--- src/rtl/riscv_pkg.sv ---
// Shared RV32 constants and the fetch-buffer entry layout.
package riscv_pkg;

  localparam int unsigned XLEN = 32;
  localparam logic [XLEN-1:0] NOP_INSTR = 32'h0000_0013;
  localparam logic [XLEN-1:0] DEFAULT_RESET_PC = 32'h0000_0000;

  typedef struct packed {
    logic [XLEN-1:0] instr;
    logic [XLEN-1:0] pc;
  } fetch_entry_t;

endpackage

--- src/rtl/fetch_fifo.sv ---
// Instruction buffer between the memory response path and the IF/ID register.
module fetch_fifo
  import riscv_pkg::*;
#(
  parameter int unsigned DEPTH = 4,
  localparam int unsigned CNT_W = $clog2(DEPTH + 1)
) (
  input  logic             clk,
  input  logic             rst,
  input  logic             push,
  input  fetch_entry_t     push_data,
  input  logic             pop,
  input  logic             flush,
  output fetch_entry_t     rd_data_c,
  output logic [CNT_W-1:0] count,
  output logic             empty
);

  localparam int unsigned PTR_W = (DEPTH > 1) ? $clog2(DEPTH) : 1;

  fetch_entry_t     mem [DEPTH];
  logic [PTR_W-1:0] wr_ptr;
  logic [PTR_W-1:0] rd_ptr;
  logic [CNT_W-1:0] count_n;
  logic             do_push;
  logic             do_pop;

  function automatic logic [PTR_W-1:0] next_ptr(input logic [PTR_W-1:0] p);
    return (p == PTR_W'(DEPTH - 1)) ? '0 : p + PTR_W'(1);
  endfunction

  always_comb begin
    do_pop  = pop & ~empty;
    do_push = push & ~flush & ((count != CNT_W'(DEPTH)) | do_pop);
    count_n = count + CNT_W'(do_push) - CNT_W'(do_pop);
    if (flush) count_n = '0;
  end

  // Pointer/occupancy state; flush dominates any push in the same cycle.
  always_ff @(posedge clk or negedge rst) begin
    if (!rst) begin
      wr_ptr <= '0;
      rd_ptr <= '0;
      count  <= '0;
      empty  <= 1'b1;
    end else begin
      count <= count_n;
      empty <= (count_n == '0);
      if (flush) begin
        wr_ptr <= '0;
        rd_ptr <= '0;
      end else begin
        if (do_push) wr_ptr <= next_ptr(wr_ptr);
        if (do_pop)  rd_ptr <= next_ptr(rd_ptr);
      end
    end
  end

  always_ff @(posedge clk) begin
    if (do_push) mem[wr_ptr] <= push_data;
  end

  assign rd_data_c = mem[rd_ptr];

endmodule

--- src/rtl/fetch_cycle.sv ---
// Fetch stage: credit-limited pipelined imem reads, redirect with stale-response
// discard, and the IF/ID register feeding decode.
module fetch_cycle
  import riscv_pkg::*;
#(
  parameter logic [31:0] RESET_PC   = DEFAULT_RESET_PC,
  parameter int unsigned FIFO_DEPTH = 4
) (
  input  logic        clk,
  input  logic        rst,
  input  logic        o_p_waitrequest,
  input  logic        PCSrcE,
  input  logic [31:0] PCTargetE,
  output logic        im_read,
  output logic [31:0] im_addr,
  input  logic        im_waitrequest,
  input  logic        im_readdatavalid,
  input  logic [31:0] im_readdata,
  output logic [31:0] InstrD,
  output logic [31:0] PCD,
  output logic [31:0] PCPlus4D,
  output logic        ValidD
);

  localparam int unsigned CNT_W = $clog2(FIFO_DEPTH + 1);
  localparam int unsigned SUM_W = CNT_W + 1;

  logic [XLEN-1:0]  pc_f, pc_f_n;
  logic [XLEN-1:0]  resp_pc, resp_pc_n;
  logic [CNT_W-1:0] outstanding, outstanding_n;
  logic [CNT_W-1:0] discard, discard_n;
  logic [CNT_W-1:0] count_n;
  logic             read_n;
  logic [XLEN-1:0]  instr_n, pcd_n, pcp4_n;
  logic             valid_n;

  logic             accept, resp, push, pop;
  fetch_entry_t     push_entry, head;
  logic [CNT_W-1:0] fifo_count;
  logic             fifo_empty;

  fetch_fifo #(.DEPTH(FIFO_DEPTH)) u_fifo (
    .clk       (clk),
    .rst       (rst),
    .push      (push),
    .push_data (push_entry),
    .pop       (pop),
    .flush     (PCSrcE),
    .rd_data_c (head),
    .count     (fifo_count),
    .empty     (fifo_empty)
  );

  always_comb begin
    accept           = im_read & ~im_waitrequest;
    // Responses with nothing outstanding are protocol errors and are ignored.
    resp             = im_readdatavalid & (outstanding != '0);
    push             = resp & (discard == '0);
    pop              = ~PCSrcE & ~o_p_waitrequest & ~fifo_empty;
    push_entry.instr = im_readdata;
    push_entry.pc    = resp_pc;

    outstanding_n = outstanding + CNT_W'(accept) - CNT_W'(resp);
    count_n       = PCSrcE ? '0 : fifo_count + CNT_W'(push) - CNT_W'(pop);
    // im_read is registered from next-state so it never depends on inputs combinationally.
    read_n        = (SUM_W'(outstanding_n) + SUM_W'(count_n)) < SUM_W'(FIFO_DEPTH);

    pc_f_n    = pc_f;
    resp_pc_n = resp_pc;
    discard_n = discard;
    if (PCSrcE) begin
      pc_f_n    = PCTargetE;
      resp_pc_n = PCTargetE;
      discard_n = outstanding_n;
    end else begin
      if (accept) pc_f_n = pc_f + XLEN'(4);
      if (resp) begin
        if (discard != '0) discard_n = discard - CNT_W'(1);
        else               resp_pc_n = resp_pc + XLEN'(4);
      end
    end

    instr_n = InstrD;
    pcd_n   = PCD;
    pcp4_n  = PCPlus4D;
    valid_n = ValidD;
    if (PCSrcE) begin
      instr_n = NOP_INSTR;
      valid_n = 1'b0;
    end else if (!o_p_waitrequest) begin
      if (!fifo_empty) begin
        instr_n = head.instr;
        pcd_n   = head.pc;
        pcp4_n  = head.pc + XLEN'(4);
        valid_n = 1'b1;
      end else begin
        instr_n = NOP_INSTR;
        valid_n = 1'b0;
      end
    end
  end

  always_ff @(posedge clk or negedge rst) begin
    if (!rst) begin
      pc_f        <= RESET_PC;
      resp_pc     <= RESET_PC;
      outstanding <= '0;
      discard     <= '0;
      im_read     <= 1'b0;
      InstrD      <= NOP_INSTR;
      PCD         <= '0;
      PCPlus4D    <= '0;
      ValidD      <= 1'b0;
    end else begin
      pc_f        <= pc_f_n;
      resp_pc     <= resp_pc_n;
      outstanding <= outstanding_n;
      discard     <= discard_n;
      im_read     <= read_n;
      InstrD      <= instr_n;
      PCD         <= pcd_n;
      PCPlus4D    <= pcp4_n;
      ValidD      <= valid_n;
    end
  end

  assign im_addr = pc_f;

  resp_has_credit: assert property (@(posedge clk) disable iff (!rst)
    im_readdatavalid |-> (outstanding != '0));

endmodule

--- config.mk ---
export PLATFORM = sky130hd
export DESIGN_NAME = fetch_cycle
export DESIGN_NICKNAME = d
export VERILOG_FILES = /design/src/rtl/riscv_pkg.sv /design/src/rtl/fetch_fifo.sv /design/src/rtl/fetch_cycle.sv
export SDC_FILE = /design/constraint.sdc
export NUM_CORES = 1
export LEC_CHECK = 0
export CORE_MARGIN = 5
export CORE_UTILIZATION = 35
export DETAILED_ROUTE_END_ITERATION = 16
export DONT_BUFFER_PORTS = 1
export PLACE_DENSITY = 0.48
export SETUP_SLACK_MARGIN = 0.1
export SYNTH_ARGS = -nofsm -noshare
export SYNTH_HDL_FRONTEND = slang
export SYNTH_HIERARCHICAL = 1
export SYNTH_SLANG_ARGS = --single-unit
--- constraint.sdc ---
create_clock -name clk -period 4.05 [get_ports clk]
set_input_delay 0.81 -clock clk [delete_from_list [all_inputs] [get_ports clk]]
set_output_delay 0.81 -clock clk [all_outputs]
set_load 0.02 [all_outputs]
Word level (Yosys, flattened, before mapping)
Memories as Yosys holds them, arrays and structs flattened. Cells that the tools add are included.

Output and inout port bits: 130. Latch bits: 0. Memories: 1. Register bits: 176. Memory bits (writable): 256. ROM bits: 0.

Memory list: u_fifo.mem (words 4, width 64, rd ports 1, clocked after Yosys merged registers in 0, wr ports 1, RTL line fetch_fifo.sv:21) `fetch_entry_t mem [DEPTH];`.

Reductions and logical operators: 12. Magnitude comparators: 1. Bitwise logic cells: 13. $add $sub $neg: 13. Equal/unequal tests: 5. Multipliers: 0. Shift operators: 0. Divide/modulo/power cells: 0. Mux-type cells: 24.

Operators with widths (count): $mux 32 (8); $add 32x3->32 const B (3); $mux 3 (5); $mux 2 (6); $reduce_bool 2->1 (5); $add 3x1->3 (3); $sub 3x1->3 (3); $and 1x1->1 (8); $logic_not 3->1 (2); $reduce_bool 3->1 (2); $mux 1 (5); $add 2x1->2 const B (2); $add 3x3->4 (1); $eq 2x2->1 const B (2); $lt 4x3->1 const B (1); $not 1->1 (4); $reduce_and 2->1 (2); $ne 3x3->1 const B (1); $reduce_and 3->1 (1); $sub 3x1->3 const B (1); $ne 2x1->1 const B (1); $ne 2x2->1 const B (1); $or 1x1->1 (1).

Longest topological paths before layout
Gate-level depths: netlist of run 1.

Depth in word-level cells: 10. Depth in mapped cells: 16.

Hierarchy
Netlist of run 1, hierarchy kept.

By module, submodules not included: fetch_fifo (instances 1, cells an instance 385, area an instance 9738.1 µm², seq. area each 7888.8 µm²); fetch_cycle (instances 1, cells an instance 803, area an instance 8180.3 µm², seq. area each 4157.7 µm²).

Worst setup path before layout of run 1
No wires, ideal clock.

Kind: in2reg. Start point: input port PCSrcE. End point: memory u_fifo/mem[0][0] (netlist name), enable pin. Arrival time: 4.045 ns. Required time: 3.621 ns. Setup slack: -0.423 ns. Buffers on the path: 4. Library setup time: 0.429 ns. Stages on the path: 9. Cells stage by stage: clkbuf_1 > or3_1 > clkbuf_1 > inv_2 > clkbuf_1 > nor2b_1 > clkbuf_1 > o21a_1 > and2_1.

Word-level cells in the longest chain between the ends: 8.

RTL lines: start, declared (RTL line fetch_cycle.sv:12) `input logic PCSrcE,`; $not 1->1 (no source line); $and 1x1->1 (2 in a row) (RTL line fetch_cycle.sv:59) `pop = ~PCSrcE & ~o_p_waitrequest & ~fifo_empty;`; net pop (RTL line fetch_cycle.sv:37) `logic accept, resp, push, pop;`; $and 1x1->1 (RTL line fetch_fifo.sv:33) `do_pop = pop & ~empty;`; $or 1x1->1 (RTL line fetch_fifo.sv:34) `do_push = push & ~flush & ((count != CNT_W'(DEPTH)) | do_pop);`; $and 1x1->1 (RTL line fetch_fifo.sv:34); $mux 1 (RTL line fetch_fifo.sv:60) `if (do_push) mem[wr_ptr] <= push_data;`; $mux 1 (not written as such) (RTL line fetch_fifo.sv:60); end, declared (RTL line fetch_fifo.sv:21).

The timed path passes the listed nets, and every way through them passes these cells.

Final worst setup path of run 1
Start point: register discard[0]. End point: register u_fifo.empty.

Word-level cells in the longest chain between the ends: 8.

RTL lines: start, declared (RTL line fetch_cycle.sv:31) `logic [CNT_W-1:0] discard, discard_n;`; start signal, assigned (RTL line fetch_cycle.sv:118) `discard <= discard_n;`; $logic_not 3->1 (RTL line fetch_cycle.sv:58) `push = resp & (discard == '0);`; $and 1x1->1 (RTL line fetch_cycle.sv:58); $and 1x1->1 (2 in a row) (RTL line fetch_fifo.sv:34); $add 3x1->3 (RTL line fetch_fifo.sv:35) `count_n = count + CNT_W'(do_push) - CNT_W'(do_pop);`; $sub 3x1->3 (RTL line fetch_fifo.sv:35); $mux 3 (RTL line fetch_fifo.sv:36) `if (flush) count_n = '0;`; net u_fifo.count_n[2] (RTL line fetch_fifo.sv:24) `logic [CNT_W-1:0] count_n;`; $logic_not 3->1 (RTL line fetch_fifo.sv:48) `empty <= (count_n == '0);`; end signal, assigned (RTL line fetch_fifo.sv:48); end, declared (RTL line fetch_fifo.sv:16) `output logic empty`.

The timed path passes the listed nets, and every way through them passes these cells. A chain may end at the register's enable or synchronous reset.

==> impl_metrics.py, run 1 <==
metrics = {
    "outcome": {
        "status": "finished, violations left",
        "violations": "negative hold slack",
    },
    "clock_tree": {
        "cts_tree": "built",
        "path_clk_slew_ns": 0.06,
        "numCtsBuffers": 49,
        "cts_sinks": 430,
        "cts_htree_levels": 2,
        "ctsResizeCount": 0,
        "cts-root-buf": "clkbuf_16",
        "cts_setup_buffers": 0,
        "clock_latency_ns": 0.60,
        "ctsLongestPathBuffers": 3,
    },
    "timing": {
        "finalSetupViolCount": 0,
        "post-route-period-util_pct": 83.04,
        "fmax_mhz": 297.3,
        "rsz0062_at_grt": "no",
        "hold_viol": 168,
        "timing.hold.ws_ns": -0.09682,
        "slew-limit-headroom_pct": 42.78,
        "slew_violations": 0,
        "worst_pin_slew_ns": 0.8583,
        "period_needed_ns": 3.363,
        "fin_worst_skew_ns": 0.02187,
        "tns_ns": 0,
    },
    "global_routing": {
        "overflow": 0,
        "grt_first_pass_wirelength_um": 66430,
        "grt_start_max_net_pins": 175,
        "grt_usage_pct": 15.32,
        "grt_pass1_vias": 10130,
        "antenna_found_initial": 2,
    },
    "setup_path": {
        "crit_family": "simple AND/OR/NAND/NOR gates",
        "cp_max_fo": 6,
        "crit_buf_inv": 3,
        "reg2reg_from": "discard[0]",
        "worst_ep_required_time_ns": 4.55,
        "start_kind": "register",
        "path_cells": "inv_1 > ha_1 > nor2b_1 > and2_1 > nor2b_1 > o21a_1 > inv_1 > ha_1 > inv_1 > ha_1 > fa_1 > xor3_1 > nor2_1 > nor3_1",
        "worstSetupPathType": "register to register",
        "r2r_end": "u_fifo/empty",
        "cpPeakStageDelay_ns": 0.40,
        "end_kind": "register",
        "reg2reg_depth": 14,
        "rrSetupSlack_ns": 0.69,
        "crit_arrival_ns": 3.86,
        "slowest_stage": "nor2b_1",
    },
    "yosys": {
        "yosysWarnings": 6,
        "async_reset_ff_share_pct": 40.47,
        "avgSynthCellArea_sq_um": 15.08,
        "synth_area_leaders": "edfxtp_1 (43%), dfrtp_1 (24%), mux4_2 (8.0%)",
        "ys_seq_area_share_pct": 67.23,
        "netlist.area_leader.share_pct": 42.90,
        "yosys.area.top_type": "edfxtp_1",
        "synthesis.area_sq_um": 17920,
        "yosys_most_used_dff": "edfxtp_1",
        "ys_ff_latch": 430,
        "synth_edf_count": 256,
        "synthCells": 1188,
        "syn_nets": 1279,
        "ys_types": 62,
    },
    "pwr": {
        "pwr-share-clk_pct": 38.7,
        "p_leak_nw": 7.406,
        "power.density_nw_per_um2": 576.4,
        "power.switching_mw": 3.462,
        "seqPwrFrac_pct": 52.2,
        "internal_power_mw": 8.336,
        "swShare_pct": 29.35,
        "combPwrFrac_pct": 9.1,
        "ir_drop_mv": 0.3620,
    },
    "finish": {
        "fill_cells": 4680,
        "drive_above_1_share_pct": 18.49,
        "final_core_util_pct": 40.14,
        "fin_cells": 1931,
        "nets": 1299,
        "syn_to_final_growth_pct": 14.23,
    },
    "routing": {
        "routedWlPerCell_um": 22.43,
        "drt-pass1-iter-count": 4,
        "drtIter0Drc": 556,
        "drt_wl_total_um": 43310,
        "antenna_left": 0,
        "viasPerCell": 5.066,
        "drc": 0,
        "num_vias": 9782,
    },
    "die": {
        "coreArea_sq_um": 50990,
        "num_io_pins": 200,
        "die_area_sq_um": 55820,
        "placementRows": 83,
        "dieWidth_um": 236.3,
        "die_height_um": 236.3,
        "start_util_pct": 35.14,
    },
    "place": {
        "gp_congestion": 0.7531,
        "hpwl_um": 28330,
        "post-place-cells": 1837,
        "port_buffers": 0,
    },
    "flow_run": {
        "drv_cap": 0,
    },
    "min_path": {
        "hold_class": "input port to asynchronous set/reset pin",
    },
}
==> worst max path at each step <==
stage / start / end / slack (ns) / depth (start not counted)
6_report: discard[0] / u_fifo/empty / 0.69 / 14
5_1_grt: discard[0] / u_fifo/empty / 0.47 / 14
4_1_cts: discard[0] / u_fifo/empty / 0.69 / 14
3_5_place_dp: im_readdatavalid / u_fifo/empty / 0.59 / 12
3_3_place_gp: im_readdatavalid / u_fifo/empty / 0.66 / 12
2_1_floorplan: PCSrcE / u_fifo/empty / 0.14 / 16
==> power groups by stage <==
stage / Sequential (mW) / Combinational [mW] / Clock [mW]
floorplan: 6.00 / 0.881 / 0
global placement: 6.26 / 1.05 / 0
detailed placement: 6.27 / 1.08 / 0
CTS: 6.18 / 1.09 / 4.70
global route: 6.24 / 1.23 / 4.88
finish: 6.16 / 1.07 / 4.57
==> metal layers <==
metal / share of wire [%] / vias to the layer above / GRT usage, %
met4: 2.0 / 0 / 3.533
met5: 0 / - / 0
met3: 5.8 / 54 / 4.116
li1: - / 4473 / -
met2: 46 / 205 / 24.10
met1: 46 / 5050 / 21.47
==> worst reg2reg max path: cells and delay by family (launching register included) <==
kind                       cells  cell delay (ns)
DFF                            1             0.38
adders and majority gates      4             0.96
buffers and inverters          3             0.18
xor gates and xnor gates       1             0.37
and+or+nand+nor                5             1.13
AOI/OAI and AO/OA              1             0.23
==> final cells by class <==
type / instances / area [sq um] / area share (%)
Sequential cell: 430 / 12050 / 58.88
Multi-Input combinational cell: 674 / 5512 / 26.93
Clock buffer: 61 / 1311 / 6.406
Tap cell: 680 / 850.8 / 4.157
Clock inverter: 31 / 374.1 / 1.828
Timing Repair Buffer: 24 / 255.2 / 1.247
Inverter: 29 / 108.9 / 0.5318
Antenna cell: 2 / 5.005 / 0.02445
==> flip-flops by register name, summed over array words and instances (netlist names) <==
signal         flops
u_fifo/empty       1
u_fifo/mem       256
im_read            1
outstanding        3
u_fifo/count       3
u_fifo/rd_ptr      2
u_fifo/wr_ptr      2
im_addr           32
PCD               32
InstrD            32
ValidD             1
PCPlus4D          30
discard            3
resp_pc           32
==> logic make-up (layout without fill, tap and decap cells) <==
group | after synthesis | count (layout) | share of synthesized area [%]
xor+xnor | 78 | 78 | 3.896
mux | 102 | 102 | 10.39
flops | 430 | 430 | 67.23
other cells | 0 | 2 | 0
buf+inv | 84 | 145 | 2.081
simple gates | 358 | 358 | 10.33
compound gates | 115 | 115 | 4.483
fa+ha+maj | 21 | 21 | 1.592
==> per-stage QoR <==
| step | worst slack, ns | hold slack (ns) | total power [mW] | instance area [sq um] |
|---|---|---|---|---|
| 5_1_grt | 0.4742 | -0.1448 | 12.35 | 20470 |
| 4_1_cts | 0.6932 | -0.1367 | 11.98 | 20460 |
| 3_3_place_gp | 0.6584 | 0.5178 | 7.313 | 18780 |
| 2_1_floorplan | 0.1363 | 0.4760 | 6.881 | 17920 |
| 3_5_place_dp | 0.5899 | 0.5199 | 7.354 | 18780 |
| 6_report | 0.6867 | -0.09682 | 11.80 | 20470 |
==> cell usage in the layout, fill, tap and decap left out, types with 19 or more instances in the layout <==
cell	instances
xor2_1	36
nor3_1	19
inv_1	27
xnor2_1	41
nor2_1	31
clkbuf_16	49
mux4_2	64
nand2_1	163
a22o_1	29
o21ai_1	26
dfrtp_1	168
nand3_1	42
edfxtp_1	256
mux2_2	28
==> Yosys cell counts, drive strengths merged, types with 18 or more instances <==
| master | number |
|---|---|
| buf | 19 |
| nor2 | 31 |
| xnor2 | 41 |
| a22o | 29 |
| nand3 | 44 |
| dfrtp | 170 |
| inv | 29 |
| nand4 | 20 |
| nor3 | 21 |
| clkbuf | 36 |
| ha | 18 |
| nand2 | 163 |
| mux2 | 32 |
| o21ai | 39 |
| edfxtp | 256 |
| xor2 | 36 |
| mux4 | 64 |
No activity file was read; power rests on OpenSTA's default activity.
==> inputs of run 2 (changes only) <==
==> constraint.sdc (replaced) <==
create_clock -name clk -period 3 [get_ports clk]
set_input_delay 0.6 -clock clk [delete_from_list [all_inputs] [get_ports clk]]
set_output_delay 0.6 -clock clk [all_outputs]
set_load 0.02 [all_outputs]
==> run 2 against run 1 <==
Compared with the run above: the run still ends with negative hold slack left; hold slack worse by 0.23 ns; largest power group unchanged; design area is 0.90% higher; combinational power is 48% higher.
==> impl_metrics.py, run 2 (synthesis results as in run 1) <==
metrics = {
    "timing": {
        "tns_ns": 0,
        "worst_pin_slew_ns": 0.8659,
        "slew-limit-headroom_pct": 42.27,
        "period_needed_ns": 2.727,
        "rsz0062_at_grt": "no",
        "fin_worst_skew_ns": 0.05198,
        "finalSetupViolCount": 0,
        "post-route-period-util_pct": 90.91,
        "fmax_mhz": 366.7,
        "hold_viol": 173,
        "timing.hold.ws_ns": -0.3272,
        "slew_violations": 0,
    },
    "setup_path": {
        "start_kind": "register",
        "worst_ep_required_time_ns": 3.49,
        "worstSetupPathType": "register to register",
        "cp_max_fo": 2,
        "crit_arrival_ns": 3.21,
        "end_kind": "register",
    },
    "global_routing": {
        "grt_first_pass_wirelength_um": 66180,
        "grt_start_max_net_pins": 175,
        "antenna_found_initial": 2,
        "grt_util_met1_pct": 20.77,
        "use_met2_pct": 24.24,
        "top_usage_layer": "met2",
        "overflow": 0,
        "grt_use_met3_pct": 4.127,
        "grt_pass1_vias": 10300,
        "grt_usage_pct": 15.27,
    },
    "pwr": {
        "seqPwrFrac_pct": 51.5,
        "internal_power_mw": 11.45,
        "swShare_pct": 28.82,
        "ir_drop_mv": 0.4670,
        "power.density_nw_per_um2": 778.6,
        "p_leak_nw": 7.476,
        "pwr-share-clk_pct": 38.7,
        "combPwrFrac_pct": 9.8,
        "power.switching_mw": 4.634,
    },
    "routing": {
        "drt_wl_total_um": 42910,
        "routedWlPerCell_um": 22.11,
        "viasPerCell": 5.024,
        "drtIter0Drc": 511,
        "antenna_left": 0,
        "drt-pass1-iter-count": 4,
        "num_vias": 9751,
        "drc": 0,
    },
    "clock_tree": {
        "cts_sinks": 430,
        "ctsLongestPathBuffers": 3,
        "path_clk_slew_ns": 0.06,
        "clock_latency_ns": 0.61,
        "numCtsBuffers": 48,
        "cts_tree": "built",
        "cts_htree_levels": 2,
        "cts-root-buf": "clkbuf_16",
    },
    "place": {
        "port_buffers": 0,
        "gp_congestion": 0.7580,
        "place_area_sq_um": 18930,
        "hpwl_um": 28000,
    },
    "outcome": {
        "status": "finished, violations left",
        "violations": "negative hold slack",
    },
    "finish": {
        "regMostFlops": "u_fifo/mem",
        "final_common_cell": "edfxtp_1",
        "final_area_sq_um": 20650,
        "syn_to_final_growth_pct": 15.26,
        "drive_above_1_share_pct": 19.40,
        "final_cell_mix": "edfxtp_1 (256), dfrtp_1 (168), nand2_1 (163)",
        "register_area_sq_um": 12050,
        "largest_reg_flops": 256,
        "fill_cells": 4715,
        "multi_input_area_sq_um": 5549,
        "nets": 1309,
    },
    "die": {
        "die_height_um": 236.3,
        "coreArea_sq_um": 50990,
        "dieWidth_um": 236.3,
        "num_io_pins": 200,
        "die_area_sq_um": 55820,
        "start_util_pct": 35.14,
        "placementRows": 83,
    },
    "flow_run": {
        "drv_cap": 0,
    },
    "min_path": {
        "hold_class": "input port to asynchronous set/reset pin",
    },
}
[run 2: metal layers]
metal / part of all wire, % / up-vias
met5: 0 / -
met2: 47 / 208
met3: 6.4 / 56
met4: 2.2 / 0
met1: 45 / 4994
li1: - / 4493
[run 2: final cells by class]
type	count	share of cell area [%]
multi-input combinational	674	26.87
sequential	430	58.35
inverter	29	0.5513
tap	680	4.119
antenna	3	0.03635
clock buffer	58	6.046
timing repair buffer	35	1.878
clock inverter	32	2.151
[run 2: per-stage QoR]
| stage | hold slack [ns] | instances | setup WS (ns) | power [mW] | util, % |
|---|---|---|---|---|---|
| 6_report | -0.3272 | 1941 | 0.2727 | 16.08 | 40.51 |
| 5_1_grt | -0.3641 | 1940 | 0.1115 | 16.87 | 40.50 |
| 4_1_cts | -0.3711 | 1937 | 0.1849 | 16.33 | 40.44 |
| 3_5_place_dp | 0.3111 | 1847 | 0.1259 | 10.01 | 37.12 |
| 3_3_place_gp | 0.3091 | 1847 | 0.1851 | 9.960 | 37.12 |
| 2_1_floorplan | 0.3044 | 1188 | -0.1945 | 9.297 | - |
[run 2: what timing repair did]
item	4_1_cts	5_1_grt
gates resized for setup	0	4
buffers inserted	0	1
hold endpoints to repair	174	174
endpoints found under the setup margin	0	3
[run 2: worst paths after layout]
kind	from	to	slack, ns	cells after the start
worst max-delay path	outstanding[2]	im_read	0.27	10
max in group asynchronous	rst	u_fifo/empty	2.96	0
worst max register to register	outstanding[2]	im_read	0.27	10
worst min register to register	resp_pc[0]	u_fifo/mem[0][0]	0.54	0
min in group clk	im_readdata[18]	u_fifo/mem[1][50]	0.07	0
worst min-delay path	rst	InstrD[14]	-0.33	0
[run 2: worst max-delay path, stage by stage (launching register included)]
cell and delay [ns]:
dfrtp_1 0.39, o31a_1 0.33, ha_1 0.28, inv_1 0.04, ha_1 0.18, fa_2 0.34
xnor2_1 0.14, xnor2_1 0.20, ha_1 0.25, or3_1 0.32, a41oi_2 0.17
[run 2: power groups by stage]
stage / clock, mW / sequential, mW / combinational, mW
after floorplan: 0 / 8.10 / 1.20
after global placement: 0 / 8.42 / 1.54
after detailed placement: 0 / 8.44 / 1.57
after CTS: 6.41 / 8.33 / 1.59
after global routing: 6.64 / 8.40 / 1.83
final: 6.22 / 8.28 / 1.58
